### src/rtl/fp_add_status_stage.sv
// Registered output stage for the FP adder: 2-entry FIFO with result classification,
// sticky status flags and a saturating transfer counter. Define FP_STATUS_FTZ_EN to flush denormals at the output.
module fp_add_status_stage #(
    parameter int XLEN  = 32,
    parameter int EXP_W = 8,
    parameter int MAN_W = 23,
    parameter int CNT_W = 16
) (
    input  logic             clk,
    input  logic             rst,
    input  logic             in_valid,
    output logic             in_ready,
    input  logic [XLEN-1:0]  in_result,
    output logic             out_valid,
    input  logic             out_ready,
    output logic [XLEN-1:0]  out_result,
    output logic [2:0]       out_class,
    output logic             sticky_ovf,
    output logic             sticky_unf,
    output logic             sticky_nan,
    input  logic             flag_clr,
    output logic [CNT_W-1:0] xfer_cnt
);

    localparam logic [2:0] CLS_ZERO = 3'd0;
    localparam logic [2:0] CLS_NORM = 3'd1;
    localparam logic [2:0] CLS_DEN  = 3'd2;
    localparam logic [2:0] CLS_INF  = 3'd3;
    localparam logic [2:0] CLS_NAN  = 3'd4;

    logic [EXP_W-1:0] exp_w;
    logic [MAN_W-1:0] man_w;
    logic [2:0]       in_class;

    // Slot 0 is always the head; slot 1 only holds data when count is 2.
    logic [XLEN-1:0]  data0_q, data0_d, data1_q, data1_d;
    logic [2:0]       cls0_q, cls0_d, cls1_q, cls1_d;
    logic [1:0]       count_q, count_d;
    logic             ovf_q, ovf_d, unf_q, unf_d, nan_q, nan_d;
    logic [CNT_W-1:0] cnt_q, cnt_d, cnt_base;
    logic             push, pop;

    assign exp_w = in_result[XLEN-2 -: EXP_W];
    assign man_w = in_result[MAN_W-1:0];

    always_comb begin
        in_class = CLS_NORM;
        if (&exp_w) begin
            in_class = (|man_w) ? CLS_NAN : CLS_INF;
        end else if (exp_w == '0) begin
            in_class = (|man_w) ? CLS_DEN : CLS_ZERO;
        end
    end

    assign in_ready  = (count_q != 2'd2);
    assign out_valid = (count_q != 2'd0);
    assign push      = in_valid & in_ready;
    assign pop       = out_valid & out_ready;

    always_comb begin
        data0_d = data0_q;
        data1_d = data1_q;
        cls0_d  = cls0_q;
        cls1_d  = cls1_q;
        count_d = count_q;
        if (push && pop) begin
            // Only reachable at count 1: the new word replaces the departing head.
            data0_d = in_result;
            cls0_d  = in_class;
        end else if (pop) begin
            data0_d = data1_q;
            cls0_d  = cls1_q;
            count_d = count_q - 2'd1;
        end else if (push) begin
            if (count_q == 2'd0) begin
                data0_d = in_result;
                cls0_d  = in_class;
            end else begin
                data1_d = in_result;
                cls1_d  = in_class;
            end
            count_d = count_q + 2'd1;
        end
    end

    // A setting pop outranks a coincident clear.
    always_comb begin
        ovf_d    = (flag_clr ? 1'b0 : ovf_q) | (pop && cls0_q == CLS_INF);
        unf_d    = (flag_clr ? 1'b0 : unf_q) | (pop && cls0_q == CLS_DEN);
        nan_d    = (flag_clr ? 1'b0 : nan_q) | (pop && cls0_q == CLS_NAN);
        cnt_base = flag_clr ? '0 : cnt_q;
        cnt_d    = cnt_base;
        if (pop && cnt_base != '1) begin
            cnt_d = cnt_base + 1'b1;
        end
    end

    always_ff @(posedge clk) begin
        if (rst) begin
            data0_q <= '0;
            data1_q <= '0;
            cls0_q  <= CLS_ZERO;
            cls1_q  <= CLS_ZERO;
            count_q <= 2'd0;
            ovf_q   <= 1'b0;
            unf_q   <= 1'b0;
            nan_q   <= 1'b0;
            cnt_q   <= '0;
        end else begin
            data0_q <= data0_d;
            data1_q <= data1_d;
            cls0_q  <= cls0_d;
            cls1_q  <= cls1_d;
            count_q <= count_d;
            ovf_q   <= ovf_d;
            unf_q   <= unf_d;
            nan_q   <= nan_d;
            cnt_q   <= cnt_d;
        end
    end

`ifdef FP_STATUS_FTZ_EN
    assign out_result = (cls0_q == CLS_DEN) ? {data0_q[XLEN-1], {(XLEN-1){1'b0}}} : data0_q;
`else
    assign out_result = data0_q;
`endif
    assign out_class  = cls0_q;
    assign sticky_ovf = ovf_q;
    assign sticky_unf = unf_q;
    assign sticky_nan = nan_q;
    assign xfer_cnt   = cnt_q;

endmodule

### config.mk
export PLATFORM = sky130hd
export DESIGN_NAME = fp_add_status_stage
export DESIGN_NICKNAME = d
export VERILOG_FILES = /design/src/rtl/fp_add_status_stage.sv
export SDC_FILE = /design/constraint.sdc
export NUM_CORES = 1
export LEC_CHECK = 0
export ABC_AREA = 1
export CORE_MARGIN = 3
export CORE_UTILIZATION = 40
export DETAILED_ROUTE_END_ITERATION = 6
export DONT_BUFFER_PORTS = 1
export GPL_ROUTABILITY_DRIVEN = 0
export PLACE_DENSITY = 0.58
export SETUP_SLACK_MARGIN = 0.3
export SYNTH_ARGS = -nofsm -noshare
export SYNTH_HDL_FRONTEND = slang
export SYNTH_SLANG_ARGS = --single-unit
### constraint.sdc
create_clock -name clk -period 2 [get_ports clk]
set_input_delay 0.2 -clock clk [delete_from_list [all_inputs] [get_ports clk]]
set_output_delay 0.2 -clock clk [all_outputs]
set_load 0.1 [all_outputs]
* After elaboration in Yosys (flattened, before gate mapping)
Index checks and enable logic that the tools add are counted.
** Word-level totals
- Word-level logic and storage cells :: 60
- Output and inout bits :: 56
- Bits of input ports :: 37
- Flip-flop bits (word level) :: 91
** Operators by class
- Add/sub/neg operators :: 3
- Bitwise gates (word level) :: 8
- Reduce and logical (&&, ||, !) cells :: 16
- Muxes and demuxes :: 19
- Equal/unequal tests :: 5
** Operator list (number)
- $mux 32 :: 4
- $mux 16 :: 2
- $reduce_or 23->1 :: 1
- $mux 3 :: 6
- $add 16x1->16 const B :: 1
- $ne 16x16->1 const B :: 1
- $logic_not 8->1 :: 1
- $mux 2 :: 4
- $reduce_and 8->1 :: 1
- $eq 3x2->1 const B :: 2
- $reduce_bool 3->1 :: 2
- $logic_and 1x1->1 :: 5
- $reduce_and 2->1 :: 2
- $reduce_and 4->1 :: 1
- $reduce_bool 2->1 :: 2
- $eq 3x3->1 const B :: 1
- $mux 1 :: 3
- $not 1->1 :: 3
- $or 1x1->1 :: 3
- $add 2x1->2 const B :: 1
- $and 1x1->1 :: 2
- $logic_not 2->1 :: 1
- $ne 2x2->1 const B :: 1
- $sub 2x1->2 const B :: 1

* Depth between registers and ports, before layout
Gate-level depths: netlist (run 1).
- Depth after elaboration :: 8
- Gate-level depth with buffers :: 15
- Mapped depth without buffers :: 13

* Least setup slack after synthesis (run 1)
OpenSTA, ideal clock, no wires.
- Path type :: flip-flop to flip-flop
- Start :: register cnt_q[0], in the netlist xfer_cnt[0]
- End :: register cnt_q[7], in the netlist xfer_cnt[7]
- Setup slack :: -0.395 ns
- Required time :: 1.930 ns
- Setup time :: 0.070 ns
- Arrival :: 2.325 ns
- Cell stages (with the launch flop) :: 13
- Path buffers :: 1
- Cells stage by stage :: dfxtp_1 nand2_1 inv_1 ha_1 nand2_1 nor2_4 nand2_2 nor2_4 nand2_4 nand2_4 buf_6 nand2_1 a21oi_1
** On the way
- Word-level cells in the longest chain between the ends :: 4
- Elaborated cells between the ends (all ways) :: 5
** Ends and longest elaborated chain
- start: declaration :: line 40 : logic [CNT_W-1:0] cnt_q, cnt_d, cnt_base;
- start signal: assignment :: line 118 : cnt_q <= cnt_d;
- $mux 16 * :: line 91 : cnt_base = flag_clr ? '0 : cnt_q;
- parallel branches: the longest is 2 deep, another holds $add 16x1->16
- $mux 16 * :: line 93 : if (pop && cnt_base != '1) begin
Every way passes the cells marked *.
A chain may end at the register's enable or synchronous reset.

* Worst setup path after layout (run 1)
- Start :: register cnt_q[1], in the netlist xfer_cnt[1]
- End :: register cnt_q[13], in the netlist xfer_cnt[13]
Same word-level chain as after synthesis.

==> run metrics, run 1 <==
worst hold path class input port to flip-flop; Crit Path Max Fanout 8; setup ws final 324 ps; initial antenna violation count 0; type of origin of the critical path flip-flop; Layout Cells excl Fill 812; CP startpoint xfer_cnt[1]; Yosys reg bits 91; Syn Nets 638; H-tree levels 3; Chip Width between 100 and 150 microns; clk_skew 10.4 ps; pwr/cell area approximately 1000 nW/um^2; Avg Cell Area, Syn 7.12 sq um; crit path to xfer_cnt[13]; CP Class flip-flop to flip-flop; ANT nets after route 0; fin. max-slew vios 0; Ant. Diodes 0; CTS sink count 91; WL per Instance roughly 14 microns; 1st-pass router iterations 4; Reg clk slew, reported paths 90 ps; CTS Root Cell clkbuf_8; DRC viols 0; clock latency at the later pin of the worst-skew pair 350 ps; worst reg2reg setup slack 320 ps; Storage cell area 1850 sq um; fill cell count between 900 and 1000; Worst Path Required 2270 ps; RSZ-0062 raised after global routing yes; crit share post-route 83.8%; worst-path cell chain nand2_2 > inv_2 > ha_4 > nand2_4 > nor2_4 > nand2_4 > nor2_4 > nand2_4 > nand2_8 > nand2_4 > a21oi_2; routed wire length 11700 microns; fmax 597 MHz; peak per-stage delay on the critical path 370 ps; Hold Vio Cnt, Final 0; reg2reg path depth 11; clk buf depth 2; post-synthesis sequential area ratio 42.8%; HPWL after DPL 7320 microns; maxcap violations 0; area of the multi-input gates 2180 sq um; placed cell count 764; FF-to-FF Start xfer_cnt[1]; std cell rows 37; Slew @ Worst Pin about 890 ps; PortBufs 0; Buf/Inv on CP 1; WP depth 11; die height 109 microns; slowest stage cell, crit path dfxtp_4; pre-CTS setup slack -24.4 ps; Ys Warns 0; fin nets 711; routed vias/inst about 5; initial core utilization 41.3%; cell mode on critical path nand2_4; largest net degree at the start of global routing slightly above 70; layout cells sized above 1 24.6%; CTS tree done; Setup violations, final 0; Core ar. 10300 sq um; reg2reg end xfer_cnt[13]; global-route wire length before repair 18300 microns; global route total overflow 0; Final Util 54.1%; status finished, final reports clean; vias 4182; crit path capture type flip-flop; worst path arrival time just under 2000 ps; Peak VDD IR 0.515 mV; Area growth syn-to-layout 31.0%; IO Pins 93; Leak 2.48 nW; relative slew slack between 40% and 50%; 1st-iter DRT viols around 200; final worst path period need ~1700 ps; CP top delay family simple AND/OR/NAND/NOR gates; Tot GR Track Use 19.2%; number of global-route vias before repair 3873; number of distinct library cells after synthesis 29; Post-Syn Instances 598; Cell Area, Synth 4260 sq um; die area around 12000 sq um; TritonCTS Buffers 9
## synth_stat cells
cell / instances / area (sq um)
nand4_1: 9 / 56.3
buf_1: 1 / 3.75
o21ai_0: 100 / 500
nor2_1: 46 / 173
buf_12: 1 / 20.0
inv_8: 1 / 11.3
buf_2: 3 / 15.0
dfxtp_1: 91 / 1820
nand2_4: 4 / 45.0
inv_2: 1 / 3.75
nand3_1: 27 / 135
nand2_2: 3 / 18.8
inv_1: 64 / 240
buf_6: 2 / 22.5
ha_1: 3 / 37.5
nand3_2: 1 / 10.0
clkbuf_1: 26 / 97.6
nor3_1: 4 / 20.0
or2_2: 1 / 6.26
nor2_2: 7 / 43.8
clkinv_1: 1 / 3.75
mux2i_1: 7 / 70.1
nand2_1: 101 / 379
xnor2_1: 1 / 8.76
nor2_4: 5 / 56.3
a211oi_1: 1 / 7.51
a21oi_1: 82 / 410
a21boi_0: 1 / 7.51
xor2_1: 4 / 35.0
## routing by layer
metal / track usage, % / wire length, microns
met2: 32.8 / 5770
met1: 23.5 / 5090
met5: 0 / 0
met3: 4.74 / 686
met4: 7.21 / 140
## what timing repair did
action                                  in CTS  in global routing
endpoints found under the hold margin       32                  1
gates resized for setup                     14                 41
pin swaps                                    1                 13
hold buffers                                17                  1
setup buffers                                2                  7
gates cloned                                 2                  3
endpoints found under the setup margin      71                 86
## layout make-up
class,instances,share of cell area [%]
clock buffer,11,2.53
clock inverter,5,1.79
inverter,67,5.18
multi-input combinational,408,39.1
sequential,91,33.2
tap,136,3.05
timing repair buffer,93,15.0
timing repair inverter,1,0.202
## where the power goes
part | internal [W] | leakage [nW] | switching, W
Combinational | 0.000470 | 1.60 | 0.00150
Clock | 0.000861 | 0.123 | 0.000629
Sequential | 0.00202 | 0.756 | 0.0000858
Total | 0.00335 | 2.48 | 0.00221
## logic make-up after synthesis
kind of cell	synth area share, %
AOI/OAI and AO/OA	21.7
and+or+nand+nor	22.1
adders and majority gates	0.881
DFF	42.8
buffers and inverters	9.81
xor gates and xnor gates	1.03
muxes	1.64
## layout by cell type (no fill, tap or decap), drive strengths merged, types with 4 or more instances in the layout
| cell | n |
|---|---|
| o21ai | 100 |
| a21oi | 82 |
| dfxtp | 91 |
| inv | 66 |
| nand2 | 109 |
| nand3 | 28 |
| nand4 | 9 |
| nor3 | 4 |
| dlygate4sd3 | 18 |
| buf | 74 |
| nor2 | 58 |
| xor2 | 4 |
| clkbuf | 12 |
| mux2i | 7 |
## sequential cells by signal, summed over array words and instances, names as in the netlist
name        flops
sticky_unf      1
count_q         2
xfer_cnt       16
cls1_q          3
out_result     32
out_class       3
data1_q        32
sticky_ovf      1
sticky_nan      1
## through the flow
step	total power (W)	instance area (sq um)	hold WS [ps]	setup TNS [ps]
after floorplan	0.00363	4370	349	0
after global placement	0.00393	4830	266	0
after detailed placement	0.00395	4830	267	-24.4
after CTS	0.00557	5360	1.41	0
after global routing	0.00583	5580	0.178	0
final	0.00557	5580	9.13	0
## worst min-delay path by stage
stage,from,to,slack (ps),cells past startpoint
after floorplan,in_result[0],data1_q[0],350,2
after global placement,rst,xfer_cnt[8],270,1
after detailed placement,rst,xfer_cnt[15],270,1
after CTS,in_result[22],data1_q[22],1,2
after global routing,in_result[18],data1_q[18],0.2,2
final,in_result[10],data1_q[10],9,2
No activity file was read; power rests on OpenSTA's default activity.
==> run 2, diff against run 1 <==
Clock period 2 ns to 1.4 ns, I/O delays scaled along.
==> run 2 against run 1 <==
The flow now finishes with violations (hold timing, setup timing). Critical endpoint is now data1_q[5]. Worst hold slack got worse by 200 ps. Maximum frequency grew 1.4%. Wire length is 41% higher. Clock skew increased by 0.91 ps. Setup slack worse by 580 ps. Non-clock buffer count is 80 higher. Core utilization grew 23 points. Cell count up 10%.
==> run metrics, run 2 (synthesis gave the netlist of run 1 again) <==
DRC viols 0; GR Util met2 about two fifths; highest-count cells in the layout ignoring fill and taps nand2_1 (74), buf_12 (66), inv_1 (55); fin. max-slew vios 0; std cell rows 37; placed cell count 800; Placed Instance Area ~5300 sq um; CP Class flip-flop to flip-flop; Leak about 3.3 nW; HPWL after DPL ~8000 microns; TritonCTS Buffers 9; initial core utilization 41.3%; Area growth syn-to-layout 87.5%; global-route wire length before repair 22000 microns; worst path arrival time slightly below 2000 ps; Buf/Inv on CP 5; Setup violations, final 89; fmax 605 MHz; crit share post-route 118%; Fin Hold WS -188 ps; initial antenna violation count 1; type of origin of the critical path flip-flop; met1 Resource Use GR 29.1%; maxcap violations 0; die area roughly 12000 sq um; Slew @ Worst Pin 393 ps; Hold Vio Cnt, Final 16; final worst path period need 1650 ps; RSZ-0062 raised after global routing yes; IO Pins 93; cts hold-fix bufs 33; worst-path cell chain inv_4 > a21boi_2 > buf_4 > ha_4 > inv_8 > nand3_4 > clkinv_8 > buf_12 > o21ai_2 > a21oi_2; layout cells sized above 1 51.1%; Reg clk slew, reported paths 100 ps; worst hold path class input port to flip-flop; routed wire length 16500 microns; H-tree levels 3; Final Instance Area 7990 sq um; largest net degree at the start of global routing 35; status finished with violations; PnR Total Power 0.00975 W; 1st-iter DRT viols 327; pre-CTS setup slack -205 ps; commonest non-fill, non-tap cell in the layout nand2_1; setup ws final -253 ps; Core ar. 10300 sq um; number of global-route vias before repair 4506; area of the multi-input gates 2780 sq um; peak per-stage delay on the critical path 390 ps; Worst Path Required 1670 ps; relative slew slack between 70% and 80%; pwr/cell area approximately 1200 nW/um^2; crit path capture type flip-flop; Tot GR Track Use a little under a quarter; routed vias/inst 5.42; Chip Width 109 microns; global route total overflow 0; Storage cell area between 1500 and 2000 sq um; final setup TNS -14420 ps; Layout Cells excl Fill around 900; WL per Instance 18.4 microns; slowest stage cell, crit path dfxtp_4; die height 109 microns; clock latency at the later pin of the worst-skew pair 370 ps; clk_skew 11.3 ps; Crit Path Max Fanout 7; PortBufs 0; vias ~4800; grt peak-use layer met2; CP top delay family buffers and inverters; CTS Root Cell clkbuf_8; failing checks hold timing, setup timing; fin nets 792; Peak VDD IR 0.807 mV; 1st-pass router iterations 5; fill cell count 629; CTS tree done; ANT nets after route 0; met3 Resource Use GR between 5 and 6%; clk buf depth 2; CTS sink count 91
-- run 2: worst paths after layout --
| kind | from | end | slack [ps] | cells after the start |
|---|---|---|---|---|
| max | count_q[0] | data1_q[5] | -250 | 10 |
| min | rst | xfer_cnt[2] | -190 | 1 |
| max reg2reg | count_q[0] | data1_q[5] | -250 | 10 |
| min reg2reg | sticky_nan | sticky_nan | 480 | 2 |
-- run 2: cell type report --
type / count / share of cell area, %
Tap cell: 136 / 2.13
Antenna cell: 1 / 0.0313
Timing Repair inverter: 1 / 0.141
Inverter: 67 / 3.60
Clock buffer: 10 / 1.86
Sequential cell: 91 / 24.1
Multi-Input combinational cell: 409 / 34.9
Timing Repair Buffer: 173 / 32.1
Clock inverter: 6 / 1.14
-- run 2: power breakdown --
part | internal [W] | switching (W)
clock network | 0.00113 | 0.00104
logic | 0.00175 | 0.00257
registers | 0.00292 | 0.000329
total | 0.00581 | 0.00394
-- run 2: worst reg2reg max path, cell delays in order (launching register included) --
cell and delay (ps):
dfxtp_4 390, inv_4 40, a21boi_2 120, buf_4 150
ha_4 160, inv_8 50, nand3_4 170, clkinv_8 130
buf_12 160, o21ai_2 130, a21oi_2 60
-- run 2: stage by stage --
step,util [%],hold slack [ps]
2_1_floorplan,-,289
3_3_place_gp,51.1,205
3_5_place_dp,51.1,206
4_1_cts,66.9,-205
5_1_grt,77.4,-209
6_report,77.4,-188
-- run 2: routing by layer --
| metal | vias to the layer above | routed length, microns |
|---|---|---|
| met5 | - | 0 |
| met4 | 0 | 524 |
| met3 | 48 | 1000 |
| met2 | 189 | 8380 |
| met1 | 2324 | 6550 |
| li1 | 2283 | - |
-- run 2: what timing repair did --
action / CTS / global route
endpoints found under the hold margin: 57 / 16
resized for setup: 266 / 177
setup endpoints to repair: 146 / 127
setup buffers: 12 / 11
pin swaps: 13 / 33
cloned: 4 / 17
